**src/rtl/ex_muldiv.sv**
```systemverilog
// Multi-cycle MULT/MULTU/DIV/DIVU unit for the EX stage; produces a HI/LO pair
// and holds the pipeline with stallreq_o while an operation is in flight.
module ex_muldiv #(
    parameter int WIDTH      = 32,
    parameter int MUL_CYCLES = 2
) (
    input  logic             clk,
    input  logic             rst,
    input  logic             start_i,
    input  logic [1:0]       op_i,
    input  logic [WIDTH-1:0] opa_i,
    input  logic [WIDTH-1:0] opb_i,
    input  logic             cancel_i,
    output logic [WIDTH-1:0] hi_o,
    output logic [WIDTH-1:0] lo_o,
    output logic             done_o,
    output logic             busy_o,
    output logic             stallreq_o
);

    localparam int CW = $clog2(WIDTH) + 1;

    typedef enum logic [1:0] {IDLE, MUL, DIV, DONE} state_t;

    state_t           state;
    logic [CW-1:0]    cnt;
    logic             sgn_q;
    logic             neg_q;
    logic             neg_r;
    logic [WIDTH-1:0] a_q;
    logic [WIDTH-1:0] b_q;
    logic [WIDTH-1:0] rem_q;

    logic               is_signed_in;
    logic [WIDTH-1:0]   abs_a;
    logic [WIDTH-1:0]   abs_b;
    logic [WIDTH-1:0]   mul_a;
    logic [WIDTH-1:0]   mul_b;
    logic               mul_sgn;
    logic [2*WIDTH-1:0] ext_a;
    logic [2*WIDTH-1:0] ext_b;
    logic [2*WIDTH-1:0] prod;
    logic [WIDTH:0]     rem_sh;
    logic               ge;
    logic [WIDTH-1:0]   rem_nx;
    logic [WIDTH-1:0]   quo_nx;
    logic [WIDTH-1:0]   q_fix;
    logic [WIDTH-1:0]   r_fix;

    assign is_signed_in = ~op_i[0];
    assign abs_a = (is_signed_in && opa_i[WIDTH-1]) ? -opa_i : opa_i;
    assign abs_b = (is_signed_in && opb_i[WIDTH-1]) ? -opb_i : opb_i;

    // Operands come straight from the ports when the product is needed on accept
    assign mul_a   = (state == IDLE) ? opa_i : a_q;
    assign mul_b   = (state == IDLE) ? opb_i : b_q;
    assign mul_sgn = (state == IDLE) ? is_signed_in : sgn_q;
    assign ext_a   = {{WIDTH{mul_sgn & mul_a[WIDTH-1]}}, mul_a};
    assign ext_b   = {{WIDTH{mul_sgn & mul_b[WIDTH-1]}}, mul_b};
    assign prod    = ext_a * ext_b;

    // One restoring step: a_q shifts the dividend out and the quotient bits in
    assign rem_sh = {rem_q, a_q[WIDTH-1]};
    assign ge     = (rem_sh >= {1'b0, b_q});
    assign rem_nx = ge ? WIDTH'(rem_sh - {1'b0, b_q}) : rem_sh[WIDTH-1:0];
    assign quo_nx = {a_q[WIDTH-2:0], ge};
    assign q_fix  = neg_q ? -quo_nx : quo_nx;
    assign r_fix  = neg_r ? -rem_nx : rem_nx;

    assign done_o     = (state == DONE);
    assign busy_o     = (state == MUL) || (state == DIV);
    assign stallreq_o = ~cancel_i & (busy_o | ((state == IDLE) & start_i));

    always_ff @(posedge clk) begin
        if (rst) begin
            state <= IDLE;
            cnt   <= '0;
            sgn_q <= 1'b0;
            neg_q <= 1'b0;
            neg_r <= 1'b0;
            a_q   <= '0;
            b_q   <= '0;
            rem_q <= '0;
            hi_o  <= '0;
            lo_o  <= '0;
        end else if (cancel_i) begin
            state <= IDLE;
            cnt   <= '0;
        end else begin
            case (state)
                IDLE: begin
                    if (start_i) begin
                        cnt   <= '0;
                        sgn_q <= is_signed_in;
                        if (!op_i[1]) begin
                            a_q <= opa_i;
                            b_q <= opb_i;
                            if (MUL_CYCLES == 1) begin
                                hi_o  <= prod[2*WIDTH-1:WIDTH];
                                lo_o  <= prod[WIDTH-1:0];
                                state <= DONE;
                            end else begin
                                state <= MUL;
                            end
                        end else if (opb_i == '0) begin
                            hi_o  <= opa_i;
                            lo_o  <= '1;
                            state <= DONE;
                        end else begin
                            a_q   <= abs_a;
                            b_q   <= abs_b;
                            rem_q <= '0;
                            neg_q <= is_signed_in & (opa_i[WIDTH-1] ^ opb_i[WIDTH-1]);
                            neg_r <= is_signed_in & opa_i[WIDTH-1];
                            state <= DIV;
                        end
                    end
                end
                MUL: begin
                    if (cnt == CW'(MUL_CYCLES - 2)) begin
                        hi_o  <= prod[2*WIDTH-1:WIDTH];
                        lo_o  <= prod[WIDTH-1:0];
                        state <= DONE;
                    end else begin
                        cnt <= cnt + CW'(1);
                    end
                end
                DIV: begin
                    a_q   <= quo_nx;
                    rem_q <= rem_nx;
                    if (cnt == CW'(WIDTH - 1)) begin
                        hi_o  <= r_fix;
                        lo_o  <= q_fix;
                        state <= DONE;
                    end else begin
                        cnt <= cnt + CW'(1);
                    end
                end
                DONE:    state <= IDLE;
                default: state <= IDLE;
            endcase
        end
    end

endmodule
```
**config.mk**
```make
export PLATFORM = sky130hd
export DESIGN_NAME = ex_muldiv
export DESIGN_NICKNAME = d
export VERILOG_FILES = /design/src/rtl/ex_muldiv.sv
export SDC_FILE = /design/constraint.sdc
export NUM_CORES = 2
export LEC_CHECK = 0
export ABC_CLOCK_PERIOD_IN_PS = 18100
export BUFFER_PORTS_ARGS = -buffer_cell sky130_fd_sc_hd__buf_2
export CORE_ASPECT_RATIO = 1.1
export CORE_MARGIN = 4
export CORE_UTILIZATION = 24
export CTS_CLUSTER_DIAMETER = 150
export CTS_CLUSTER_SIZE = 25
export DETAILED_ROUTE_END_ITERATION = 7
export HOLD_SLACK_MARGIN = 0.06
export PLACE_DENSITY = 0.47
export SLEW_MARGIN = 10
export SYNTH_ARGS = -nofsm -noshare
export SYNTH_HDL_FRONTEND = slang
export SYNTH_SLANG_ARGS = --single-unit
```
**constraint.sdc**
```tcl
create_clock -name clk -period 18.1 [get_ports clk]
set_clock_uncertainty 0.2 [all_clocks]
set_input_delay 5.43 -clock clk [delete_from_list [all_inputs] [get_ports clk]]
set_output_delay 5.43 -clock clk [all_outputs]
set_load 0.05 [all_outputs]
```
== Yosys cells after proc, flatten, opt, wreduce, memory -nomap -nowiden ==
Cells that the tools add are included.
Operators by class
  $add $sub $neg: 6
  multipliers: 1
  magnitude comparators: 1
  eq/ne operators: 14
  muxes and demuxes: 40
  bitwise operators: 11
  reduce and logical (&&, ||, !) cells: 17
Operator list (number)
  $mux 32: 25
  $pmux 32 s3: 2
  $neg 32->32: 4
  $pmux 32 s2: 2
  $mul 33x33->64: 1
  $ge 33x32->1: 1
  $logic_not 32->1: 1
  $sub 32x32->32: 1
  $mux 6: 3
  $pmux 6 s3: 1
  $ne 2x2->1 const B: 6
  $reduce_and 4->1: 3
  $reduce_and 5->1: 2
  $mux 2: 4
  $pmux 2 s4: 1
  $reduce_and 7->1: 1
  $add 6x1->6 const B: 1
  $and 1x1->1: 6
  $eq 6x5->1 const B: 1
  $logic_not 6->1: 1
  $ne 2x1->1 const B: 3
  $reduce_and 3->1: 2
  $eq 2x2->1 const B: 2
  $ne 3x3->1 const B: 1
  other kinds (11): 15
Word-level totals
  bits in registers: 171
  input port bits: 70
  output and inout bits: 67
  logic and storage cells: 100

== Depth between registers and ports, before layout ==
  word-level depth: 7
  gate-level depth with buffers: 39
  mapped depth without buffers: 34

== Least setup slack after synthesis ==
Ideal clock, no wire load.
  path kind: input-to-reg
  start point: input port opa_i[31]
  end point: register hi_o[29]
  setup time: 0.091 ns
  arrival time: 13.726 ns
  data required time: 17.809 ns
  slack: 4.083 ns
  stages: 32
  path buffers: 1
  path through: nand2_1 a21boi_0 nor2_1 clkbuf_1 nand2_1 inv_1 fa_1 inv_1 fa_1 inv_1 fa_1 fa_1 inv_1 fa_1 inv_1 fa_1 inv_1 fa_1 fa_1 inv_1 ha_1 a21o_1 a211o_1 a31oi_1 nor2_1 a21boi_0 a311oi_1 nor2b_1 o21ai_0 a31oi_1 mux2_2 a311oi_1
On the way
  word-level cells in the longest chain between the ends: 5
RTL lines
  start, declared: line 11  | input logic [WIDTH-1:0] opa_i,
  $mux 32 (*): line 55  | assign mul_a = (state == IDLE) ? opa_i : a_q;
  $and 1x1->1: line 58  | assign ext_a = {{WIDTH{mul_sgn & mul_a[WIDTH-1]}}, mul_a};
  $mul 33x33->64 (*): line 60  | assign prod = ext_a * ext_b;
  $mux 32 (*): line 120  | if (cnt == CW'(MUL_CYCLES - 2)) begin
  $pmux 32 s3 (*): line 90  | case (state)
  end signal, assigned: line 99  | hi_o <= prod[2*WIDTH-1:WIDTH];
  end signal, assigned: line 121  | hi_o <= prod[2*WIDTH-1:WIDTH];
  end signal, assigned: line 132  | hi_o <= r_fix;
  end, declared: line 14  | output logic [WIDTH-1:0] hi_o,
Mark *: on every way between the ends. The rest lies on a longest branch, timed or not. The select of a mux whose other input is x is not followed.
A chain may end at the register's enable or synchronous reset.

== Final worst setup path ==
  start point: input port op_i[0]
  end point: register hi_o[29]
On the way
  word-level cells in the longest chain between the ends: 6
  elaborated cells between the ends (all ways): 7
  classes of those cells: 1 x mul; 3 x mux; 3 x bitwise
RTL lines
  start, declared: line 10  | input logic [1:0] op_i,
  $not 1->1 (*): line 50  | assign is_signed_in = ~op_i[0];
  $mux 1 (*): line 57  | assign mul_sgn = (state == IDLE) ? is_signed_in : sgn_q;
  $and 1x1->1 (on tied branches): line 58, 59
  $mul 33x33->64 (*): line 60
  $mux 32 (*): line 120
  $pmux 32 s3 (*): line 90
Marked as above.

==> impl_metrics.env <==
export IMPL_cts_resized=0
export IMPL_synth_edf_count=0
export IMPL_setup_viol=0
export IMPL_ys_seq_elements=171
export IMPL_start_kind="input pin"
export IMPL_hold_start="hi_o[7]"
export IMPL_max_freq_mhz=64.1
export IMPL_period_minus_slack_ns=15.60
export IMPL_finalHoldViolations=0
export IMPL_yosysUniqueCellTypes=91
export IMPL_wl_microns=204000
export IMPL_synth_seq_area_share=0.0674
export IMPL_startpoint="op_i[0]"
export IMPL_finalMaxSlewViolations=0
export IMPL_drive_gt1_frac=0.0652
export IMPL_clockRootBuffer="clkbuf_16"
export IMPL_first_pass_iters=6
export IMPL_design_area_sq_mm=0.0555
export IMPL_post_route_drc_count=0
export IMPL_detail_route_antenna_nets=0
export IMPL_h_tree_depth=4
export IMPL_ys_async_sr_fraction=0
export IMPL_grt_pass1_vias=44800
export IMPL_drtIter0Drc=3271
export IMPL_avgSynthCellArea_sq_um=8.36
export IMPL_synth_top_area_frac=0.444
export IMPL_yosysWarnings=0
export IMPL_arrival_ns=15.76
export IMPL_gp_congestion=0.929
export IMPL_synthesis_nets=7528
export IMPL_grt_pass1_wl_microns=302000
export IMPL_cts_tree="yes"
export IMPL_fin_setup_tns_ns=0
export IMPL_vias=42700
export IMPL_fp_dieW_microns=447
export IMPL_grt_antenna_before_repair=24
export IMPL_grt_total_usage=0.185
export IMPL_yosys_top_cells_count="inv_1, fa_1, nand2_1, nor2_1, clkbuf_1"
export IMPL_path_clk_slew_ns=0.08
export IMPL_synthTopCellsByArea="fa_1, inv_1, nand2_1, dfxtp_1, ha_1"
export IMPL_syn2layout_area_growth_pct=9.28
export IMPL_cts_hold_buffers=0
export IMPL_grt_start_max_net_pins=104
export IMPL_numCtsBuffers=17
export IMPL_outcome="finished, final reports clean"
export IMPL_placed_cell_area_sq_mm=0.0549
export IMPL_insertion_delay_ns=0.46
export IMPL_cts_setup_buffers=0
export IMPL_clock_sinks=171
export IMPL_coreArea_sq_mm=0.210
export IMPL_synth_most_common_cell="inv_1"
export IMPL_yosys_most_used_dff="dfxtp_1"
export IMPL_preCtsSetupSlack_ns=2.18
export IMPL_nets=7453
export IMPL_tightest_slew_ns=1.25
export IMPL_worst_hold_path_type="reg -> reg"
export IMPL_netlist_area_sq_mm=0.0508
export IMPL_cts_buffer_depth=2
export IMPL_ioPinCount=137
export IMPL_fin_ws_ns=2.50
export IMPL_reg2reg_from="state[0]"
export IMPL_post_route_period_util=0.862
export IMPL_wl_per_cell_microns=23.2
export IMPL_synth_top_area_cell="fa_1"
export IMPL_start_util=0.242
export IMPL_fp_dieH_microns=490
export IMPL_crit_fanout=12
export IMPL_hpwlAfterDp_microns=163000
export IMPL_crit_required_ns=18.26
export IMPL_cp_end_kind="flip-flop"
export IMPL_crit_type="in -> reg"
export IMPL_grt_overflow_total=0
export IMPL_portBuffers=136
export IMPL_fp_row_count=176
export IMPL_dieArea_sq_mm=0.219
export IMPL_slew_headroom=0.144
export IMPL_rsz0062_at_grt="no"
export IMPL_via_per_inst=4.86
export IMPL_synth_cells=6077
export IMPL_drv_cap=0
path summary, 6_finish.rpt:
check	to	slack [ns]	cells after the start
max	hi_o[29]	2.50	28
min	hi_o[7]	0.25	2
max reg2reg	hi_o[29]	6.05	30
min reg2reg	hi_o[7]	0.25	2
registers in the layout, summed over array words and instances, names as in the netlist:
name,count
neg_q,1
a_q,32
cnt,6
state,2
neg_r,1
b_q,32
sgn_q,1
hi_o,32
rem_q,32
lo_o,32
critical path, cell delays in order:
cell	delay, ns
buf_2	0.18
a21oi_1	0.81
nand2_1	0.58
nor2_1	0.38
fa_1	0.55
fa_1	0.62
fa_1	0.50
fa_1	1.14
inv_1	0.40
fa_1	0.58
inv_1	0.05
fa_1	0.54
inv_1	0.05
fa_1	0.46
fa_1	0.50
inv_1	0.04
ha_1	0.35
a21o_1	0.20
a211o_1	0.32
a31oi_1	0.14
nor2_1	0.07
a21boi_0	0.15
a311oi_1	0.70
nor2b_1	0.14
o21ai_0	0.19
a31oi_1	0.12
mux2_2	0.30
a311oi_1	0.25
area by class of cell:
| type | count | area, sq um |
|---|---|---|
| clock inverter | 15 | 186 |
| sequential | 171 | 3420 |
| inverter | 1187 | 4460 |
| clock buffer | 17 | 425 |
| fill | 22800 | 154000 |
| tap | 2759 | 3450 |
| timing repair buffer | 249 | 1550 |
| multi-input combinational | 4376 | 42000 |
| antenna | 13 | 32.5 |
metal layers:
layer | global-route usage | vias up | wire [microns]
met5 | 0 | - | 49
met4 | 0.0824 | 8 | 10600
met3 | 0.0257 | 308 | 13100
met2 | 0.304 | 1518 | 95200
met1 | 0.242 | 22300 | 85200
li1 | - | 18500 | -
kinds of logic after synthesis:
kind of cell / share of synthesized area
AND/OR/NAND/NOR: 0.158
buffers and inverters: 0.113
adder cells (fa/ha/maj): 0.507
AO/OA/AOI/OAI: 0.101
XOR/XNOR: 0.0352
flip-flops: 0.0674
multiplexers: 0.0182
cells in the final DEF, fill, tap and decap left out, types with 41 or more instances in the layout:
| cell | synthesis | routed |
|---|---|---|
| inv_1 | 1185 | 1185 |
| fa_1 | 1126 | 1126 |
| nand2_1 | 922 | 922 |
| nor2_1 | 665 | 665 |
| ha_1 | 255 | 251 |
| a21oi_1 | 224 | 224 |
| dfxtp_1 | 171 | 171 |
| buf_2 | 8 | 135 |
| xnor2_1 | 134 | 134 |
| o21ai_0 | 133 | 124 |
| buf_4 | 0 | 112 |
| xor2_1 | 70 | 70 |
| nor3_1 | 70 | 70 |
| a21o_1 | 62 | 62 |
| a211oi_1 | 56 | 56 |
| o21a_1 | 43 | 43 |
| mux2i_1 | 53 | 41 |
| a221oi_1 | 41 | 41 |
through the flow:
step                hold slack [ns]  std cells   util
floorplan                     0.259       6077      -
detailed placement            0.249       8742  0.261
finish                        0.253       8787  0.264
global route                  0.273       8784  0.264
CTS                           0.257       8774  0.264
global placement              0.248       8742  0.261
Power is not shown: default switching activity piles up to over one toggle a cycle in this logic, so the estimate is an artifact.
